`src/rtl/rf_write_arbiter.sv`:
```
// Round-robin arbiter sharing one four-phase register-file write port among NREQ sources.
// Latency: grant 1 cycle after req sampled; ack[g] 1 cycle after rf_ack (each +2 with RF_ARB_SYNC_EN).
// Backpressure: ISSUE holds until rf_ack or the TIMEOUT watchdog fires; RELEASE holds until req[g] and rf_ack fall.
// Optional macro RF_ARB_SYNC_EN: 2-flop synchronizers on req and rf_ack.
module rf_write_arbiter #(
  parameter int NREQ    = 2,
  parameter int DW      = 16,
  parameter int AW      = 4,
  parameter int TIMEOUT = 255,
  localparam int GW     = $clog2(NREQ)
) (
  input  logic               clk,
  input  logic               reset_n,
  input  logic [NREQ-1:0]    req,
  output logic [NREQ-1:0]    ack,
  input  logic [NREQ-1:0]    we,
  input  logic [NREQ*AW-1:0] addr_w,
  input  logic [NREQ*DW-1:0] data_in,
  output logic               rf_req,
  input  logic               rf_ack,
  output logic               rf_we,
  output logic [AW-1:0]      rf_addr_w,
  output logic [DW-1:0]      rf_data,
  output logic [GW-1:0]      grant_id,
  output logic               busy,
  output logic               err_timeout
);

  typedef enum logic [1:0] {
    S_IDLE    = 2'd0,
    S_ISSUE   = 2'd1,
    S_RELEASE = 2'd2
  } state_t;

  // Last watchdog count value before the abort fires (counter cleared on grant).
  localparam logic [7:0] CNT_LAST = 8'(TIMEOUT - 1);

  logic [NREQ-1:0] w_req;
  logic            w_rf_ack;

`ifdef RF_ARB_SYNC_EN
  logic [NREQ-1:0] r_req_s1, r_req_s2;
  logic            r_rf_ack_s1, r_rf_ack_s2;

  // Bring the handshake inputs into clk; payload buses are stable while req is high.
  always_ff @(posedge clk or negedge reset_n) begin
    if (!reset_n) begin
      r_req_s1    <= '0;
      r_req_s2    <= '0;
      r_rf_ack_s1 <= 1'b0;
      r_rf_ack_s2 <= 1'b0;
    end else begin
      r_req_s1    <= req;
      r_req_s2    <= r_req_s1;
      r_rf_ack_s1 <= rf_ack;
      r_rf_ack_s2 <= r_rf_ack_s1;
    end
  end

  assign w_req    = r_req_s2;
  assign w_rf_ack = r_rf_ack_s2;
`else
  assign w_req    = req;
  assign w_rf_ack = rf_ack;
`endif

  state_t          r_state, w_state_nxt;
  logic [GW-1:0]   r_ptr;
  logic [GW-1:0]   r_g;
  logic [GW-1:0]   w_pick;
  logic            w_any;
  logic            w_timeout;
  logic [7:0]      r_cnt;
  logic            r_err;
  logic            r_rf_we;
  logic [AW-1:0]   r_rf_addr;
  logic [DW-1:0]   r_rf_data;

  // Round-robin pick: first active request scanning upward from r_ptr with wrap.
  always_comb begin
    w_any  = 1'b0;
    w_pick = '0;
    for (int k = 0; k < NREQ; k++) begin
      if (!w_any && w_req[(int'(r_ptr) + k) % NREQ]) begin
        w_any  = 1'b1;
        w_pick = GW'((int'(r_ptr) + k) % NREQ);
      end
    end
  end

  // State register.
  always_ff @(posedge clk or negedge reset_n) begin
    if (!reset_n) begin
      r_state <= S_IDLE;
    end else begin
      r_state <= w_state_nxt;
    end
  end

  // Next-state logic; rf_ack wins over a watchdog expiry in the same cycle.
  always_comb begin
    w_state_nxt = r_state;
    w_timeout   = 1'b0;
    case (r_state)
      S_IDLE: begin
        if (w_any) begin
          w_state_nxt = we[w_pick] ? S_ISSUE : S_RELEASE;
        end
      end
      S_ISSUE: begin
        if (w_rf_ack) begin
          w_state_nxt = S_RELEASE;
        end else if (r_cnt == CNT_LAST) begin
          w_state_nxt = S_RELEASE;
          w_timeout   = 1'b1;
        end
      end
      S_RELEASE: begin
        // A late rf_ack after a timeout is absorbed here until it falls.
        if (!w_req[r_g] && !w_rf_ack) begin
          w_state_nxt = S_IDLE;
        end
      end
      default: w_state_nxt = S_IDLE;
    endcase
  end

  // Grant/payload capture, watchdog counter, pointer advance and timeout pulse.
  always_ff @(posedge clk or negedge reset_n) begin
    if (!reset_n) begin
      r_g       <= '0;
      r_ptr     <= '0;
      r_cnt     <= '0;
      r_err     <= 1'b0;
      r_rf_we   <= 1'b0;
      r_rf_addr <= '0;
      r_rf_data <= '0;
    end else begin
      r_err <= w_timeout;
      if (r_state == S_IDLE && w_any) begin
        r_g       <= w_pick;
        r_rf_we   <= we[w_pick];
        r_rf_addr <= addr_w[int'(w_pick)*AW +: AW];
        r_rf_data <= data_in[int'(w_pick)*DW +: DW];
        r_cnt     <= '0;
      end else if (r_state == S_ISSUE) begin
        r_cnt <= r_cnt + 8'd1;
      end
      if (r_state == S_RELEASE && w_state_nxt == S_IDLE) begin
        r_ptr <= (r_g == GW'(NREQ - 1)) ? '0 : r_g + 1'b1;
      end
    end
  end

  // Only the current owner sees ack, and only while releasing.
  always_comb begin
    ack = '0;
    if (r_state == S_RELEASE) begin
      ack[r_g] = 1'b1;
    end
  end

  assign rf_req      = (r_state == S_ISSUE);
  assign rf_we       = r_rf_we;
  assign rf_addr_w   = r_rf_addr;
  assign rf_data     = r_rf_data;
  assign grant_id    = r_g;
  assign busy        = (r_state != S_IDLE);
  assign err_timeout = r_err;

endmodule

```
`config.mk`:
```
export PLATFORM = sky130hd
export DESIGN_NAME = rf_write_arbiter
export DESIGN_NICKNAME = d
export VERILOG_FILES = /design/src/rtl/rf_write_arbiter.sv
export SDC_FILE = /design/constraint.sdc
export NUM_CORES = 1
export LEC_CHECK = 0
export CAP_MARGIN = 20
export CORE_UTILIZATION = 25
export DETAILED_ROUTE_END_ITERATION = 16
export PLACE_DENSITY_LB_ADDON = 0.05
export SYNTH_ARGS = -nofsm -noshare
export SYNTH_HDL_FRONTEND = slang
export SYNTH_SLANG_ARGS = --single-unit
export TNS_END_PERCENT = 5
```
`constraint.sdc`:
```
create_clock -name clk -period 1.95 [get_ports clk]
set_input_delay 0.39 -clock clk [delete_from_list [all_inputs] [get_ports clk]]
set_output_delay 0.39 -clock clk [all_outputs]
set_load 0.01 [all_outputs]
```
# After elaboration in Yosys (flattened, before gate mapping)
# Index checks and enable logic that the tools add are counted.
dict set report classes {
  magnitude_cmp 5
  n_reduce_logical 12
  addsub 3
  n_mux 28
  n_shift 2
  eq_ne 3
  n_bitwise 1
}
# operator n
set op_table {}
lappend op_table {{$shiftx A32 B6 Y16} 1}
lappend op_table {{$mux W1} 18}
lappend op_table {{$mux W8} 2}
lappend op_table {{$mux W2} 6}
lappend op_table {{$add A8 B1 Y8 const B} 1}
lappend op_table {{$eq A8 B8 Y1 const B} 1}
lappend op_table {{$shiftx A8 B4 Y4} 1}
lappend op_table {{$lt A1 B2 Y1 const B} 3}
lappend op_table {{$pmux W2 S3} 1}
lappend op_table {{$logic_and A1 B1 Y1} 5}
lappend op_table {{$logic_not A2 Y1} 2}
lappend op_table {{$reduce_bool A2 Y1} 2}
lappend op_table {{$logic_not A1 Y1} 3}
lappend op_table {{$lt A2 B3 Y1 const B} 1}
lappend op_table {{$add A1 B1 Y1 const B} 2}
lappend op_table {{$eq A2 B1 Y1 const B} 1}
lappend op_table {{$eq A2 B2 Y1 const B} 1}
lappend op_table {{$and A1 B1 Y1 const A} 1}
lappend op_table {{$demux W1 S1} 1}
lappend op_table {{$ge A1 B1 Y1 const B} 1}
dict set report word_totals {
  inputBits 47
  reg_bits 34
  out_inout_bits 27
}

# Depth between registers and ports, before layout
# Gate-level depths: netlist (run 1).
dict set report logic_depth {
  depth_word 14
  depth_mapped 7
}

# Least setup slack after synthesis (run 1)
# OpenSTA, ideal clock, no wires.
dict set report synth_timing {
  path_kind {register to register}
  start {reg r_state[1]}
  end {reg r_rf_addr[1], in the netlist rf_addr_w[1]}
  path_stages_with_launch 8
  path_buffers 3
  synth_period_minus_slack_ps 1461
  setup_slack_ps 489
  arrival_time_ps 1338
  path_cell_list {dfrtp_1 -> or2_4 -> or2_1 -> buf_6 -> buf_6 -> buf_6 -> nand2_1 -> o21ai_1}
}
dict set report synth_via {
  elab_chain_cells 2
}
# element line
set synth_lines {}
lappend synth_lines {{start, declared} 67} ;# state_t r_state, w_state_nxt;
lappend synth_lines {{start signal, assigned} 96} ;# r_state <= w_state_nxt;
lappend synth_lines {{$logic_not A2 Y1} 140} ;# if (r_state == S_IDLE && w_any) begin
lappend synth_lines {{$logic_and A1 B1 Y1} 140}
lappend synth_lines {{end signal, assigned} 143} ;# r_rf_addr <= addr_w[int'(w_pick)*AW +: AW];
lappend synth_lines {{end, declared} 76} ;# logic [AW-1:0] r_rf_addr;
# Every way passes these cells.
# A chain may end at the register's enable or synchronous reset.

# Final worst setup path (run 1)
dict set report layout_timing {
  start {reg r_state[1]}
  end {out busy}
}
dict set report layout_via {
  elab_chain_cells 1
}
# element line
set layout_lines {}
lappend layout_lines {{$reduce_bool A2 Y1} 168} ;# assign busy = (r_state != S_IDLE);
lappend layout_lines {{end, declared} 25} ;# output logic busy,
# Every way passes these cells.

==> flow_metrics.py, run 1 <==
metrics = {
    "critical_path": {
        "path_delay_family": "buffers and inverters",
        "path_buf_inv": 1,
        "crit_type": "reg -> out",
        "critPathMaxStageDelay_ns": 0.49,
        "crit_chain": "or2_4 > clkdlybuf4s50_1",
        "worst_ep_arrival_time_ns": 1.41,
        "critPathRequiredTime_ns": 1.56,
        "cp-end-kind": "primary output",
        "worstPathMaxFanout": 4,
        "cp_slowest_cell": "clkdlybuf4s50_1",
        "critical_path.startpoint_type": "flip-flop",
    },
    "logic_synthesis": {
        "ys.flop_type": "dfrtp_1",
        "synth.avg_cell_area_sq_um": 10.29,
        "syn_inst": 158,
        "synth_top_area_share": 0.5235,
        "ys_seq_area_frac": 0.5235,
        "ys_async_sr_fraction": 1.000,
        "yosysTopAreaCell": "dfrtp_1",
        "yosys_warnings": 0,
        "synthesis.nets": 207,
        "syn-cell-area_sq_um": 1625,
        "ys_ff_latch": 34,
        "ys_types": 29,
        "synthTopCellsByArea": "dfrtp_1, mux2i_1, nand2_1",
        "ys_top_cells_by_count": "dfrtp_1, nand2_1, mux2i_1, o21ai_0, o21ai_1",
        "synth-edff-count": 0,
        "post-synth-top-count-cell": "dfrtp_1",
    },
    "hold_path": {
        "hold_class": "reg -> reg",
    },
    "clock_tree": {
        "cts-root-buf": "clkbuf_8",
        "cts_tree": "yes",
        "postCtsSetupBuffers": 0,
        "cts.path.max_buffers": 2,
        "cts_sinks": 34,
        "holdBufCountCts": 0,
        "ctsResizeCount": 1,
        "clk_latency_ns": 0.28,
        "cts_made_buffers": 5,
        "htreeDepth": 2,
        "clk_pin_slew_ns": 0.07,
    },
    "floorplanning": {
        "die_w_microns": 82.63,
        "num_io_pins": 74,
        "coreArea_sq_um": 6314,
        "die_area_sq_um": 6828,
        "rows": 29,
        "start_util": 0.2574,
        "dieHeight_microns": 82.63,
    },
    "sta": {
        "worstMarginPinSlew_ns": 0.4542,
        "finalSetupViolations": 0,
        "worst_slew_margin_rel": 0.6972,
        "rsz0062_at_grt": "false",
        "final.setup.tns_ns": 0,
        "drv_slew": 0,
        "period_share": 0.9222,
        "fmaxAchievable_ghz": 0.5561,
        "fin_crit_ns": 1.798,
        "finalHoldViolations": 0,
        "fin_worst_skew_ns": 0.006608,
    },
    "placement": {
        "routabilityCongestion": 0.7950,
        "io_buffers": 73,
        "dpl.hpwl_microns": 3026,
    },
    "grt": {
        "grt_max_degree": 35,
        "grt_antenna_before_repair": 0,
        "grt_pass1_vias": 1381,
        "top_usage_layer": "met2",
        "met2_usage": 0.2083,
        "use_met1": 0.1583,
        "overflow": 0,
        "grt.total_usage": 0.1277,
        "met3_usage": 0.04286,
        "grt_pass1_wl_microns": 6527,
    },
    "outcome": {
        "status": "finished clean",
    },
    "final_layout": {
        "diodes": 0,
        "area_growth_pct": 57.12,
        "utilization": 0.4045,
        "fill_cells": 633,
        "drive_above_1_share": 0.06809,
        "nets": 283,
    },
    "drt": {
        "routedWlPerCell_microns": 12.93,
        "drtIter0Drc": 43,
        "post-route-drc-count": 0,
        "via_per_inst": 4.481,
        "drt_pre_antenna_iters": 4,
        "routed_wl_microns": 4035,
        "vias": 1398,
        "drtAntennaViolNets": 0,
    },
    "power": {
        "worst_ir_drop_vdd_v": 0.0006377,
        "p_total_mw": 3.229,
        "p_per_area_nw_per_um2": 1265,
        "cellLeakagePower_nw": 1.170,
    },
    "job": {
        "drv_cap": 0,
    },
}
-- cells in the final DEF, fill, tap and decap left out, types with 2 or more instances in the layout --
cell	instances
clkdlybuf4s50_1	70
dfrtp_1	34
nand2_1	24
mux2i_1	22
o21ai_0	16
o21ai_1	10
clkbuf_8	8
nand3_1	7
nor2_1	6
buf_4	4
nand2b_1	3
inv_1	3
nand4_1	3
nor2b_1	2
a211o_1	2
o22ai_1	2
o31ai_1	2
ha_1	2
dlymetal6s2s_1	2
-- cell families after synthesis --
family | Yosys count | synth area share
AO/OA/AOI/OAI | 36 | 0.1309
adder cells (fa/ha/maj) | 2 | 0.01539
buffers and inverters | 12 | 0.04541
flip-flops | 34 | 0.5235
multiplexers | 22 | 0.1355
AND/OR/NAND/NOR | 52 | 0.1494
-- area by class of cell --
type	count	area, sq um	share of cell area
sequential	34	850.8	0.3332
timing repair buffer	78	784.5	0.3072
clock buffer	8	110.1	0.04312
multi-input combinational	112	700.7	0.2744
tap	77	96.34	0.03773
inverter	3	11.26	0.004410
-- worst paths after layout --
path                            startpoint     endpoint  slack [ns]  cells past startpoint
worst max-delay path            r_state[1]         busy        0.15                      2
worst min-delay path            rf_data[7]   rf_data[7]        0.48                      2
worst max register to register  r_state[1]     r_cnt[7]        0.49                      5
worst min register to register  rf_data[7]   rf_data[7]        0.48                      2
max in group asynchronous          reset_n   rf_data[4]        1.09                      2
min in group asynchronous          reset_n  rf_data[10]        0.53                      2
-- worst register-to-register path: stages (launching register included) --
cell and delay, ns:
dfrtp_1 0.38, nand2b_1 0.16, buf_4 0.16, nor3_1 0.30
and3_1 0.22, mux2i_1 0.17
-- per-stage QoR --
step | cell area, sq um | hold slack, ns | worst slack, ns | cells
3_3_place_gp | 2440 | 0.4610 | 0.1345 | 304
3_5_place_dp | 2440 | 0.4712 | 0.1139 | 304
5_1_grt | 2554 | 0.5037 | 0.1048 | 312
6_report | 2554 | 0.4814 | 0.1516 | 312
2_1_floorplan | 1625 | 0.09441 | 0.4889 | 158
4_1_cts | 2549 | 0.4873 | 0.01744 | 312
-- where the power goes --
group,internal (mW),switching [mW],total [mW]
combinational,0.797,0.694,1.49
clock,0.357,0.245,0.602
sequential,0.980,0.158,1.14
-- sequential cells by signal, summed over array words and instances, names as in the netlist --
signal and count:
err_timeout 1, grant_id 1, r_cnt 8, r_ptr 1, r_state 2, rf_addr_w 4, rf_data 16, rf_we 1
-- layer usage --
metal / part of all wire / up-vias
met1: 0.44 / 649
met3: 0.079 / 2
met2: 0.48 / 44
li1: - / 703
met4: 0.0052 / 0
met5: 0 / -
Power figures use the tool's default switching activity.
==> inputs of run 2 (changes only) <==
CAP_MARGIN = 15   (was 20)
GPL_TIMING_DRIVEN = 0   (was unset)
==> run 2 against run 1 <==
Net effect: non-clock buffer count rose by 4; clock skew is 0.0031 ns higher; core utilization grew 0.12 points; worst setup slack got worse by 0.064 ns; clock-buffer cell count shrank 2; final cell count grew 1.3%; fmax fell by 3.4%; combinational power increased by 7%; sequential power barely moved; via count up 0.21%; global-route usage is 0.87 points higher; largest cell class unchanged; highest routed layer unchanged.
==> flow_metrics.py, run 2 (synthesis gave the netlist of run 1 again) <==
metrics = {
    "sta": {
        "fin_worst_skew_ns": 0.009669,
        "finalSetupViolations": 0,
        "period_share": 0.9550,
        "worst_slew_margin_rel": 0.4787,
        "worstMarginPinSlew_ns": 0.7819,
        "fmaxAchievable_ghz": 0.5370,
        "fin_ws_ns": 0.08775,
        "rsz0062_at_grt": "false",
        "fin_crit_ns": 1.862,
        "drv_slew": 0,
        "finalHoldViolations": 0,
    },
    "power": {
        "worst_ir_drop_vdd_v": 0.0007017,
        "cellLeakagePower_nw": 1.171,
        "p_per_area_nw_per_um2": 1283,
    },
    "final_layout": {
        "final_cell_mix": "clkdlybuf4s50_1, dfrtp_1, nand2_1, mux2i_1, o21ai_0",
        "final_common_cell": "clkdlybuf4s50_1",
        "fill_cells": 646,
        "diodes": 0,
        "area_growth_pct": 57.58,
        "nets": 287,
        "utilization": 0.4057,
        "drive_above_1_share": 0.1004,
        "largest_reg_flops": 16,
    },
    "critical_path": {
        "critPathRequiredTime_ns": 1.56,
        "crit_type": "reg -> out",
        "cp-end-kind": "primary output",
        "worstPathMaxFanout": 8,
        "reg2reg_slack_ns": 0.41,
        "worst_ep_arrival_time_ns": 1.47,
        "critical_path.startpoint_type": "flip-flop",
    },
    "clock_tree": {
        "clk_latency_ns": 0.29,
        "holdBufCountCts": 0,
        "clk_pin_slew_ns": 0.08,
        "cts_sinks": 34,
        "cts-root-buf": "clkbuf_8",
        "cts_made_buffers": 5,
        "htreeDepth": 2,
        "cts.path.max_buffers": 2,
        "cts_tree": "yes",
    },
    "drt": {
        "vias": 1401,
        "routed_wl_microns": 4332,
        "routedWlPerCell_microns": 13.71,
        "via_per_inst": 4.434,
        "drt_pre_antenna_iters": 4,
        "drtIter0Drc": 63,
        "post-route-drc-count": 0,
        "drtAntennaViolNets": 0,
    },
    "grt": {
        "grt.total_usage": 0.1364,
        "overflow": 0,
        "grt_antenna_before_repair": 0,
        "grt_pass1_vias": 1365,
        "grt_max_degree": 35,
        "grt_pass1_wl_microns": 6851,
    },
    "floorplanning": {
        "die_area_sq_um": 6828,
        "num_io_pins": 74,
        "start_util": 0.2574,
        "die_w_microns": 82.63,
        "dieHeight_microns": 82.63,
        "rows": 29,
        "coreArea_sq_um": 6314,
    },
    "hold_path": {
        "hold_class": "in -> async",
    },
    "placement": {
        "routabilityCongestion": 0.7790,
        "dpl.hpwl_microns": 3108,
        "io_buffers": 73,
        "dp_slack_ns": -0.08642,
    },
    "outcome": {
        "status": "finished clean",
    },
    "job": {
        "drv_cap": 0,
    },
}
==> run 2: power breakdown <==
part	internal, mW	switching [mW]
clock	0.284	0.274
combinational	0.859	0.728
sequential	0.979	0.163
==> run 2: repair_timing <==
action                                  in CTS  in global routing
setup buffers                                1                  0
endpoints found under the setup margin       1                  3
gates resized for setup                      3                  3
pin swaps                                    0                  0
==> run 2: layer usage <==
layer / wire [microns] / share of wire / global-route usage
met1: 2075 / 0.48 / 0.1831
met2: 1882 / 0.43 / 0.2124
met3: 340 / 0.078 / 0.03846
met4: 34 / 0.0078 / 0.04138
met5: 0 / 0 / 0
==> run 2: per-stage QoR <==
stage               instances  instance area, sq um  hold WS (ns)  setup TNS (ns)  total power [mW]
floorplan                 158                  1625       0.09441               0             1.922
global placement          308                  2452        0.4636          -14.40             2.745
CTS                       316                  2551        0.2081        -0.01197             3.341
global route              316                  2561        0.2337               0             3.558
detailed placement        308                  2447        0.4694          -1.083             2.750
finish                    316                  2561        0.1781               0             3.287
==> run 2: worst max-delay path, stage by stage (launching register included) <==
cell and delay [ns]:
dfrtp_1 0.40, nand2b_4 0.18, inv_2 0.08, clkdlybuf4s50_1 0.53
==> run 2: path summary, 6_finish.rpt <==
kind / start / endpoint / depth (start not counted)
max: r_state[1] / rf_req / 3
min: reset_n / rf_data[5] / 1
max reg2reg: r_state[1] / rf_data[4] / 7
min in group clk: rf_data[10] / rf_data[10] / 2
max in group asynchronous: reset_n / r_ptr / 1
min reg2reg: rf_data[10] / rf_data[10] / 2
==> run 2: final cells by class <==
type / count / area (sq um) / share of cell area
buffer: 8 / 58.81 / 0.02296
clock buffer: 6 / 82.58 / 0.03224
clock inverter: 2 / 12.51 / 0.004885
inverter: 3 / 11.26 / 0.004397
multi-input combinational: 112 / 710.7 / 0.2775
sequential: 34 / 850.8 / 0.3322
tap: 77 / 96.34 / 0.03762
timing repair buffer: 74 / 738.2 / 0.2882
